### src/rtl/vscale_scoreboard_pkg.sv
// vscale_scoreboard_pkg: shared scoreboard defaults and the occupancy-counter width helper.
package vscale_scoreboard_pkg;
  localparam int SB_NUM_REGS = 32;
  localparam int SB_DEPTH = 4;
  function automatic int sb_cnt_w(input int depth);
    return $clog2(depth + 1);
  endfunction
endpackage

### src/rtl/vscale_scoreboard_if.sv
// vscale_scoreboard_if: DX issue, completion bus, flush and status signals of the scoreboard.
interface vscale_scoreboard_if #(
  parameter int AW = 5,
  parameter int CW = 3
);
  logic          issue_valid;
  logic          issue_wr;
  logic [AW-1:0] issue_rd;
  logic [AW-1:0] rs1_addr;
  logic [AW-1:0] rs2_addr;
  logic          uses_rs1;
  logic          uses_rs2;
  logic          issue_stall;
  logic          bypass_rs1;
  logic          bypass_rs2;
  logic          cmpl_valid;
  logic [AW-1:0] cmpl_rd;
  logic          flush;
  logic          full;
  logic          empty;
  logic [CW-1:0] count;
  logic          protocol_err;
  modport master (
    output issue_valid, issue_wr, issue_rd, rs1_addr, rs2_addr, uses_rs1, uses_rs2,
    output cmpl_valid, cmpl_rd, flush,
    input  issue_stall, bypass_rs1, bypass_rs2, full, empty, count, protocol_err
  );
  modport slave (
    input  issue_valid, issue_wr, issue_rd, rs1_addr, rs2_addr, uses_rs1, uses_rs2,
    input  cmpl_valid, cmpl_rd, flush,
    output issue_stall, bypass_rs1, bypass_rs2, full, empty, count, protocol_err
  );
endinterface

### src/rtl/vscale_sb_fifo.sv
// vscale_sb_fifo: in-order queue of pending destination registers; flush empties it.
module vscale_sb_fifo
  import vscale_scoreboard_pkg::*;
#(
  parameter int DEPTH = SB_DEPTH,
  parameter int AW = 5,
  localparam int PW = $clog2(DEPTH),
  localparam int CW = sb_cnt_w(DEPTH)
) (
  input  logic          clk,
  input  logic          reset,
  input  logic          push_i,
  input  logic          pop_i,
  input  logic          flush_i,
  input  logic [AW-1:0] wdata_i,
  output logic [AW-1:0] head_o,
  output logic          full_o,
  output logic          empty_o,
  output logic [CW-1:0] count_o
);
  logic [AW-1:0] mem_q [DEPTH];
  logic [PW-1:0] wptr_q, wptr_d, rptr_q, rptr_d;
  logic [CW-1:0] cnt_q, cnt_d;
  logic do_push, do_pop;
  assign full_o  = cnt_q == CW'(DEPTH);
  assign empty_o = cnt_q == '0;
  assign count_o = cnt_q;
  assign head_o  = mem_q[rptr_q];
  assign do_pop  = pop_i && !empty_o;
  assign do_push = push_i && (!full_o || do_pop);
  always_comb begin
    wptr_d = flush_i ? '0 : wptr_q + PW'(do_push);
    rptr_d = flush_i ? '0 : rptr_q + PW'(do_pop);
    cnt_d  = flush_i ? '0 : cnt_q + CW'(do_push) - CW'(do_pop);
  end
  always_ff @(posedge clk) begin
    if (reset) begin
      wptr_q <= '0;
      rptr_q <= '0;
      cnt_q  <= '0;
    end else begin
      wptr_q <= wptr_d;
      rptr_q <= rptr_d;
      cnt_q  <= cnt_d;
    end
  end
  always_ff @(posedge clk)
    if (do_push && !flush_i) mem_q[wptr_q] <= wdata_i;
endmodule

### src/rtl/vscale_scoreboard.sv
// vscale_scoreboard: RAW/WAW/capacity interlock for long-latency writes.
// Define VSCALE_SB_BYPASS_EN to let a source read the same-cycle completion bus.
module vscale_scoreboard
  import vscale_scoreboard_pkg::*;
#(
  parameter int NUM_REGS = SB_NUM_REGS,
  parameter int DEPTH = SB_DEPTH,
  localparam int AW = $clog2(NUM_REGS),
  localparam int CW = sb_cnt_w(DEPTH)
) (
  input logic clk,
  input logic reset,
  vscale_scoreboard_if.slave sb
);
  logic [NUM_REGS-1:0] pend_q, pend_d, pend_eff, retire, set_bit;
  logic [AW-1:0] head;
  logic [CW-1:0] fifo_count;
  logic fifo_full, fifo_empty;
  logic err_q, err_d;
  logic pop_ok, want_push, push, raw1, raw2, waw, stall;
  vscale_sb_fifo #(.DEPTH(DEPTH), .AW(AW)) u_fifo (
    .clk(clk), .reset(reset), .push_i(push), .pop_i(pop_ok), .flush_i(sb.flush),
    .wdata_i(sb.issue_rd), .head_o(head), .full_o(fifo_full), .empty_o(fifo_empty),
    .count_o(fifo_count)
  );
  // A completion retires only if it names the oldest pending write.
  assign pop_ok    = sb.cmpl_valid && !fifo_empty && sb.cmpl_rd == head;
  assign retire    = NUM_REGS'(pop_ok) << sb.cmpl_rd;
  assign want_push = sb.issue_valid && sb.issue_wr && sb.issue_rd != '0;
  assign push      = want_push && !stall;
  assign set_bit   = NUM_REGS'(push) << sb.issue_rd;
`ifdef VSCALE_SB_BYPASS_EN
  assign pend_eff      = pend_q & ~retire;
  assign sb.bypass_rs1 = sb.uses_rs1 && sb.rs1_addr != '0 && retire[sb.rs1_addr];
  assign sb.bypass_rs2 = sb.uses_rs2 && sb.rs2_addr != '0 && retire[sb.rs2_addr];
`else
  assign pend_eff      = pend_q;
  assign sb.bypass_rs1 = 1'b0;
  assign sb.bypass_rs2 = 1'b0;
`endif
  always_comb begin
    raw1   = sb.uses_rs1 && sb.rs1_addr != '0 && pend_eff[sb.rs1_addr];
    raw2   = sb.uses_rs2 && sb.rs2_addr != '0 && pend_eff[sb.rs2_addr];
    waw    = sb.issue_wr && sb.issue_rd != '0 && pend_q[sb.issue_rd] &&
             !(pop_ok && sb.cmpl_rd == sb.issue_rd);
    stall  = sb.issue_valid && (raw1 || raw2 || waw || (fifo_full && want_push && !pop_ok));
    pend_d = sb.flush ? '0 : (pend_q & ~retire) | set_bit;
    err_d  = err_q || (sb.cmpl_valid && (fifo_empty || sb.cmpl_rd != head));
  end
  always_ff @(posedge clk) begin
    if (reset) begin
      pend_q <= '0;
      err_q  <= 1'b0;
    end else begin
      pend_q <= pend_d;
      err_q  <= err_d;
    end
  end
  assign sb.issue_stall  = stall;
  assign sb.full         = fifo_full;
  assign sb.empty        = fifo_empty;
  assign sb.count        = fifo_count;
  assign sb.protocol_err = err_q;
endmodule

### src/flat_wrapper.sv
// flat-port wrapper written by rule: the top's interface ports become plain ports
module vscale_scoreboard_flat import vscale_scoreboard_pkg::*;
#(
  parameter int NUM_REGS = SB_NUM_REGS,
  parameter int DEPTH = SB_DEPTH,
  localparam int AW = $clog2(NUM_REGS),
  localparam int CW = sb_cnt_w(DEPTH)
)
  (clk, reset, sb_issue_valid, sb_issue_wr, sb_issue_rd, sb_rs1_addr, sb_rs2_addr, sb_uses_rs1, sb_uses_rs2, sb_cmpl_valid, sb_cmpl_rd, sb_flush, sb_issue_stall, sb_bypass_rs1, sb_bypass_rs2, sb_full, sb_empty, sb_count, sb_protocol_err);
  vscale_scoreboard_if #(.AW(5), .CW(3)) sb_i ();
  input logic clk;
  input logic reset;
  input wire logic [$bits(sb_i.issue_valid)-1:0] sb_issue_valid;
  input wire logic [$bits(sb_i.issue_wr)-1:0] sb_issue_wr;
  input wire logic [$bits(sb_i.issue_rd)-1:0] sb_issue_rd;
  input wire logic [$bits(sb_i.rs1_addr)-1:0] sb_rs1_addr;
  input wire logic [$bits(sb_i.rs2_addr)-1:0] sb_rs2_addr;
  input wire logic [$bits(sb_i.uses_rs1)-1:0] sb_uses_rs1;
  input wire logic [$bits(sb_i.uses_rs2)-1:0] sb_uses_rs2;
  input wire logic [$bits(sb_i.cmpl_valid)-1:0] sb_cmpl_valid;
  input wire logic [$bits(sb_i.cmpl_rd)-1:0] sb_cmpl_rd;
  input wire logic [$bits(sb_i.flush)-1:0] sb_flush;
  output wire logic [$bits(sb_i.issue_stall)-1:0] sb_issue_stall;
  output wire logic [$bits(sb_i.bypass_rs1)-1:0] sb_bypass_rs1;
  output wire logic [$bits(sb_i.bypass_rs2)-1:0] sb_bypass_rs2;
  output wire logic [$bits(sb_i.full)-1:0] sb_full;
  output wire logic [$bits(sb_i.empty)-1:0] sb_empty;
  output wire logic [$bits(sb_i.count)-1:0] sb_count;
  output wire logic [$bits(sb_i.protocol_err)-1:0] sb_protocol_err;
  assign sb_i.issue_valid = sb_issue_valid;
  assign sb_i.issue_wr = sb_issue_wr;
  assign sb_i.issue_rd = sb_issue_rd;
  assign sb_i.rs1_addr = sb_rs1_addr;
  assign sb_i.rs2_addr = sb_rs2_addr;
  assign sb_i.uses_rs1 = sb_uses_rs1;
  assign sb_i.uses_rs2 = sb_uses_rs2;
  assign sb_i.cmpl_valid = sb_cmpl_valid;
  assign sb_i.cmpl_rd = sb_cmpl_rd;
  assign sb_i.flush = sb_flush;
  assign sb_issue_stall = sb_i.issue_stall;
  assign sb_bypass_rs1 = sb_i.bypass_rs1;
  assign sb_bypass_rs2 = sb_i.bypass_rs2;
  assign sb_full = sb_i.full;
  assign sb_empty = sb_i.empty;
  assign sb_count = sb_i.count;
  assign sb_protocol_err = sb_i.protocol_err;
  vscale_scoreboard #(.NUM_REGS(NUM_REGS), .DEPTH(DEPTH)) u_core (.clk(clk), .reset(reset), .sb(sb_i));
endmodule
### config.mk
export PLATFORM = sky130hd
export DESIGN_NAME = vscale_scoreboard_flat
export DESIGN_NICKNAME = d
export VERILOG_FILES = /design/src/rtl/vscale_scoreboard_pkg.sv /design/src/rtl/vscale_scoreboard_if.sv /design/src/rtl/vscale_sb_fifo.sv /design/src/rtl/vscale_scoreboard.sv /design/src/flat_wrapper.sv
export SDC_FILE = /design/constraint.sdc
export NUM_CORES = 1
export LEC_CHECK = 0
export BUFFER_PORTS_ARGS = -buffer_cell sky130_fd_sc_hd__buf_2
export CAP_MARGIN = 20
export CORE_ASPECT_RATIO = 0.9
export CORE_MARGIN = 5
export CORE_UTILIZATION = 25
export DETAILED_ROUTE_END_ITERATION = 8
export GPL_ROUTABILITY_DRIVEN = 1
export MAX_ROUTING_LAYER = met4
export PLACE_DENSITY = 0.44
export SLEW_MARGIN = 25
export SYNTH_ARGS = -nofsm -noshare
export SYNTH_HDL_FRONTEND = slang
export SYNTH_SLANG_ARGS = --single-unit
### constraint.sdc
create_clock -name clk -period 3.2 [get_ports clk]
set_input_delay 0.32 -clock clk [delete_from_list [all_inputs] [get_ports clk]]
set_output_delay 0.32 -clock clk [all_outputs]
set_load 0.02 [all_outputs]
==> results.md <==
| Item | This run | Unit |
| --- | --- | --- |
| Status | finished clean | - |
| I/O pin total | 37 | - |
| Met3 global-route usage | 2.141 | % |
| Count of instances resized after the clock tree is built | 0 | - |
| Achievable Freq | 315.9 | MHz |
| Synthesis warning total | 0 | - |
| Count of antenna diodes in the layout | 0 | - |
| Worst clock skew | 0.01048 | ns |
| Synthesized area divided by synthesized cell count | 11.04 | um2 |
| Placed wire-length estimate after detailed placement | 8.348 | mm |
| Met1 track utilization from global routing | 18.80 | % |
| Floorplan die height | 124.4 | um |
| CP max stage delay | 0.51 | ns |
| Cell Count Post-Placement | 559 | - |
| FF+latch count, synth | 60 | - |
| Total number of vias | 2993 | - |
| Slew headroom | 63.14 | % |
| Fraction of synthesized cell area taken by the top area cell type | 22.05 | % |
| Clock transition time at the flip-flop clock pins of the worst setup and hold paths | 0.05 | ns |
| Pin slew with the least headroom to its limit | 0.5512 | ns |
| DRC violations left | 0 | - |
| Count of max-cap constraint violations | 0 | - |
| Area of the core | 0.01416 | mm2 |
| Cells traversed along the worst timing path | mux4_2 > xor2_1 > or4_1 > a211oi_2 > o31a_4 > nand3_4 > xnor2_2 > ha_2 > inv_1 > fa_2 > xor2_1 > xnor2_1 > nor3_1 | - |
| GP Congestion | 0.8035 | - |
| CTS Buf Count | 9 | - |
| Number of antenna violations at the first check in global routing | 0 | - |
| Most used standard cell by instance count after synthesis | sky130_fd_sc_hd__dfxtp_1 | - |
| Cell accounting for the most synthesized area | sky130_fd_sc_hd__dfxtp_1 | - |
| Syn Inst Count | 329 | - |
| Non-filler cells, final | 575 | - |
| Dominant cells by area after synthesis | sky130_fd_sc_hd__dfxtp_1 22%, sky130_fd_sc_hd__edfxtp_1 17%, sky130_fd_sc_hd__mux4_2 12%, sky130_fd_sc_hd__o211ai_1 5.2%, sky130_fd_sc_hd__mux2i_1 4.4% | - |
| Maximum vdd drop | 173.3 | uV |
| FILL cells | 1457 | - |
| Biggest fanout along the worst timing path | 4 | - |
| Final critical-path required period | 3.166 | ns |
| Areal power density over the cells | 425.7 | mW/mm2 |
| Final setup viols | 0 | - |
| Async set or reset register ratio after synthesis | 0 | % |
| Chip width | 137.1 | um |
| Number of levels the H-tree was split into | 3 | - |
| Global-route track usage on met2 | 21.72 | % |
| Largest net degree at the start of global routing | 24 | - |
| Share of the cycle needed by the critical path after routing | 98.92 | % |
| Area grow syn2layout | 22.29 | % |
| Worst path most repeated cell | sky130_fd_sc_hd__xor2_1 | - |
| Storage cell area | 0.001405 | mm2 |
| Number of design-rule violations left by the first detailed-router iteration | 298 | - |
| Via density | 5.205 | - |
| Length of the first detailed-routing pass in iterations | 5 | - |
| Leakage power | 0.001512 | uW |
| Buffer count from post-CTS setup fixing | 0 | - |
| Category of the worst setup path launch point | register | - |
| Layout Cell Area excl Fill | 0.004442 | mm2 |
| Top cells by count, synth | 40 x sky130_fd_sc_hd__dfxtp_1, 25 x sky130_fd_sc_hd__o211ai_1, 20 x sky130_fd_sc_hd__edfxtp_1 | - |
| RSZ-0062 raised after global routing | yes | - |
| Number of global-route vias before repair | 3136 | - |
| Placed cell areas | 0.004173 | mm2 |
| Most used flip-flop cell after synthesis | sky130_fd_sc_hd__dfxtp_1 | - |
| Most crowded layer after global routing | met2 | - |
| Endpoint required time on the critical path | 3.41 | ns |
| TritonCTS clock tree | done | - |
| Residual overflow from global routing | 0 | - |
| Number of nets at the end of the flow | 408 | - |
| Total count of hold-check failures in the final report | 0 | - |
| Buffer levels on the longest clock path | 2 | - |
| Hold buffer count at CTS | 0 | - |
| Global-route wire length before repair | 18.12 | mm |
| Full die area | 0.01704 | mm2 |
| Worst min-delay path category | in2reg | - |
| Endpoint class of the critical path | register | - |
| Count of nets left with antenna violations after detail routing | 0 | - |
| Slew Viols, Final | 0 | - |
| Area of the mapped netlist | 0.003632 | mm2 |
| Data arrival time of the critical path | 3.37 | ns |
| Number of sinks handled by clock tree synthesis | 60 | - |
| Type of the worst setup path | reg2reg | - |
| Port Buf Inserts | 34 | - |
| Area of the multi-input gates | 0.002100 | mm2 |
| Effective utilization at floorplan | 25.65 | % |
| Synth cell types | 61 | - |
| Layout cells sized above 1 | 31.68 | % |
| Global-route usage over all layers | 14.08 | % |
| Root Buffer Master | sky130_fd_sc_hd__clkbuf_16 | - |
| Post-synth EDFFs | 20 | - |
| Clk_lat worst skew | 0.33 | ns |
| Sequential area share after synthesis | 38.58 | % |
| Critical path's slowest cell | sky130_fd_sc_hd__mux4_2 | - |
| Wire length per cell after detailed routing | 19.65 | um |
| Detailed-route wire length | 11.30 | mm |
| Placement row count | 41 | - |
| Setup_tns | 0 | ns |
## registers in the layout, indices dropped and copies added (netlist names)
signal                  flops
u_core.sb.protocol_err      1
u_core.u_fifo.rptr_q        2
u_core.pend_eff            32
u_core.u_fifo.count_o       3
u_core.u_fifo.wptr_q        2
u_core.u_fifo.mem_q        20
## metal layers
metal	vias up	share of wire (%)	routed length [um]
li1	1401	-	-
met1	1494	46	5203
met2	82	47	5306
met3	16	5.2	586
met4	0	1.8	204
met5	-	0	0
## logic make-up after synthesis
| logic type | count (synthesis) | share of synthesized area (%) |
|---|---|---|
| AOI/OAI and AO/OA | 89 | 18.40 |
| DFF | 60 | 38.58 |
| muxes | 44 | 19.81 |
| adders and majority gates | 3 | 1.240 |
| buffers and inverters | 32 | 4.134 |
| xor gates and xnor gates | 16 | 3.858 |
| and+or+nand+nor | 84 | 13.88 |
| other | 1 | 0.1032 |
## path summary, 6_finish.rpt
check	cells after the start	end	startpoint	slack [ns]
worst max-delay path	13	u_core.u_fifo.count_o[2]	u_core.u_fifo.rptr_q[0]	0.03
worst min-delay path	2	u_core.u_fifo.count_o[1]	reset	0.25
worst max register to register	13	u_core.u_fifo.count_o[2]	u_core.u_fifo.rptr_q[0]	0.03
worst min register to register	2	u_core.sb.protocol_err	u_core.sb.protocol_err	0.49
## where the power goes
part           switching, uW  internal (uW)
sequential              3.24            790
combinational            126           82.8
clock                    366            522
## stage by stage
step	setup slack (ns)	hold WS (ns)	power, uW	utilization [%]
floorplan	-0.01859	0.3911	937.6	-
global placement	0.02390	0.4704	1017	29.47
detailed placement	-0.02338	0.4749	1018	29.47
CTS	0.005961	0.2424	1902	31.37
global route	-0.1079	0.2510	1953	31.37
finish	0.03449	0.2476	1891	31.37
## critical path: cells and delay by family, from the launching register on
family                   cells  cell delay (ns)
XOR/XNOR                     4             0.64
AND/OR/NAND/NOR              3             0.56
multiplexers                 1             0.51
adder cells (fa/ha/maj)      2             0.50
AO/OA/AOI/OAI                2             0.43
flip-flops                   1             0.37
buffers and inverters        1             0.05
## cell usage in the layout (no fill, tap or decap), drive strengths merged, types with 11 or more instances in the layout
cell type and count:
xnor2 12, o31ai 16, mux4 21, dfxtp 40, o211ai 25, o21ai 19, nor2 12, edfxtp 20
nand2 15, buf 65, nand3b 11, mux2i 16
## area by class of cell
cell class | count | area share (%)
sequential | 60 | 31.63
clock buffer | 10 | 5.155
inverter | 3 | 0.2535
clock inverter | 6 | 0.9014
multi-input combinational | 238 | 47.27
tap | 193 | 5.437
timing repair buffer | 65 | 9.352
Power figures use the tool's default switching activity.
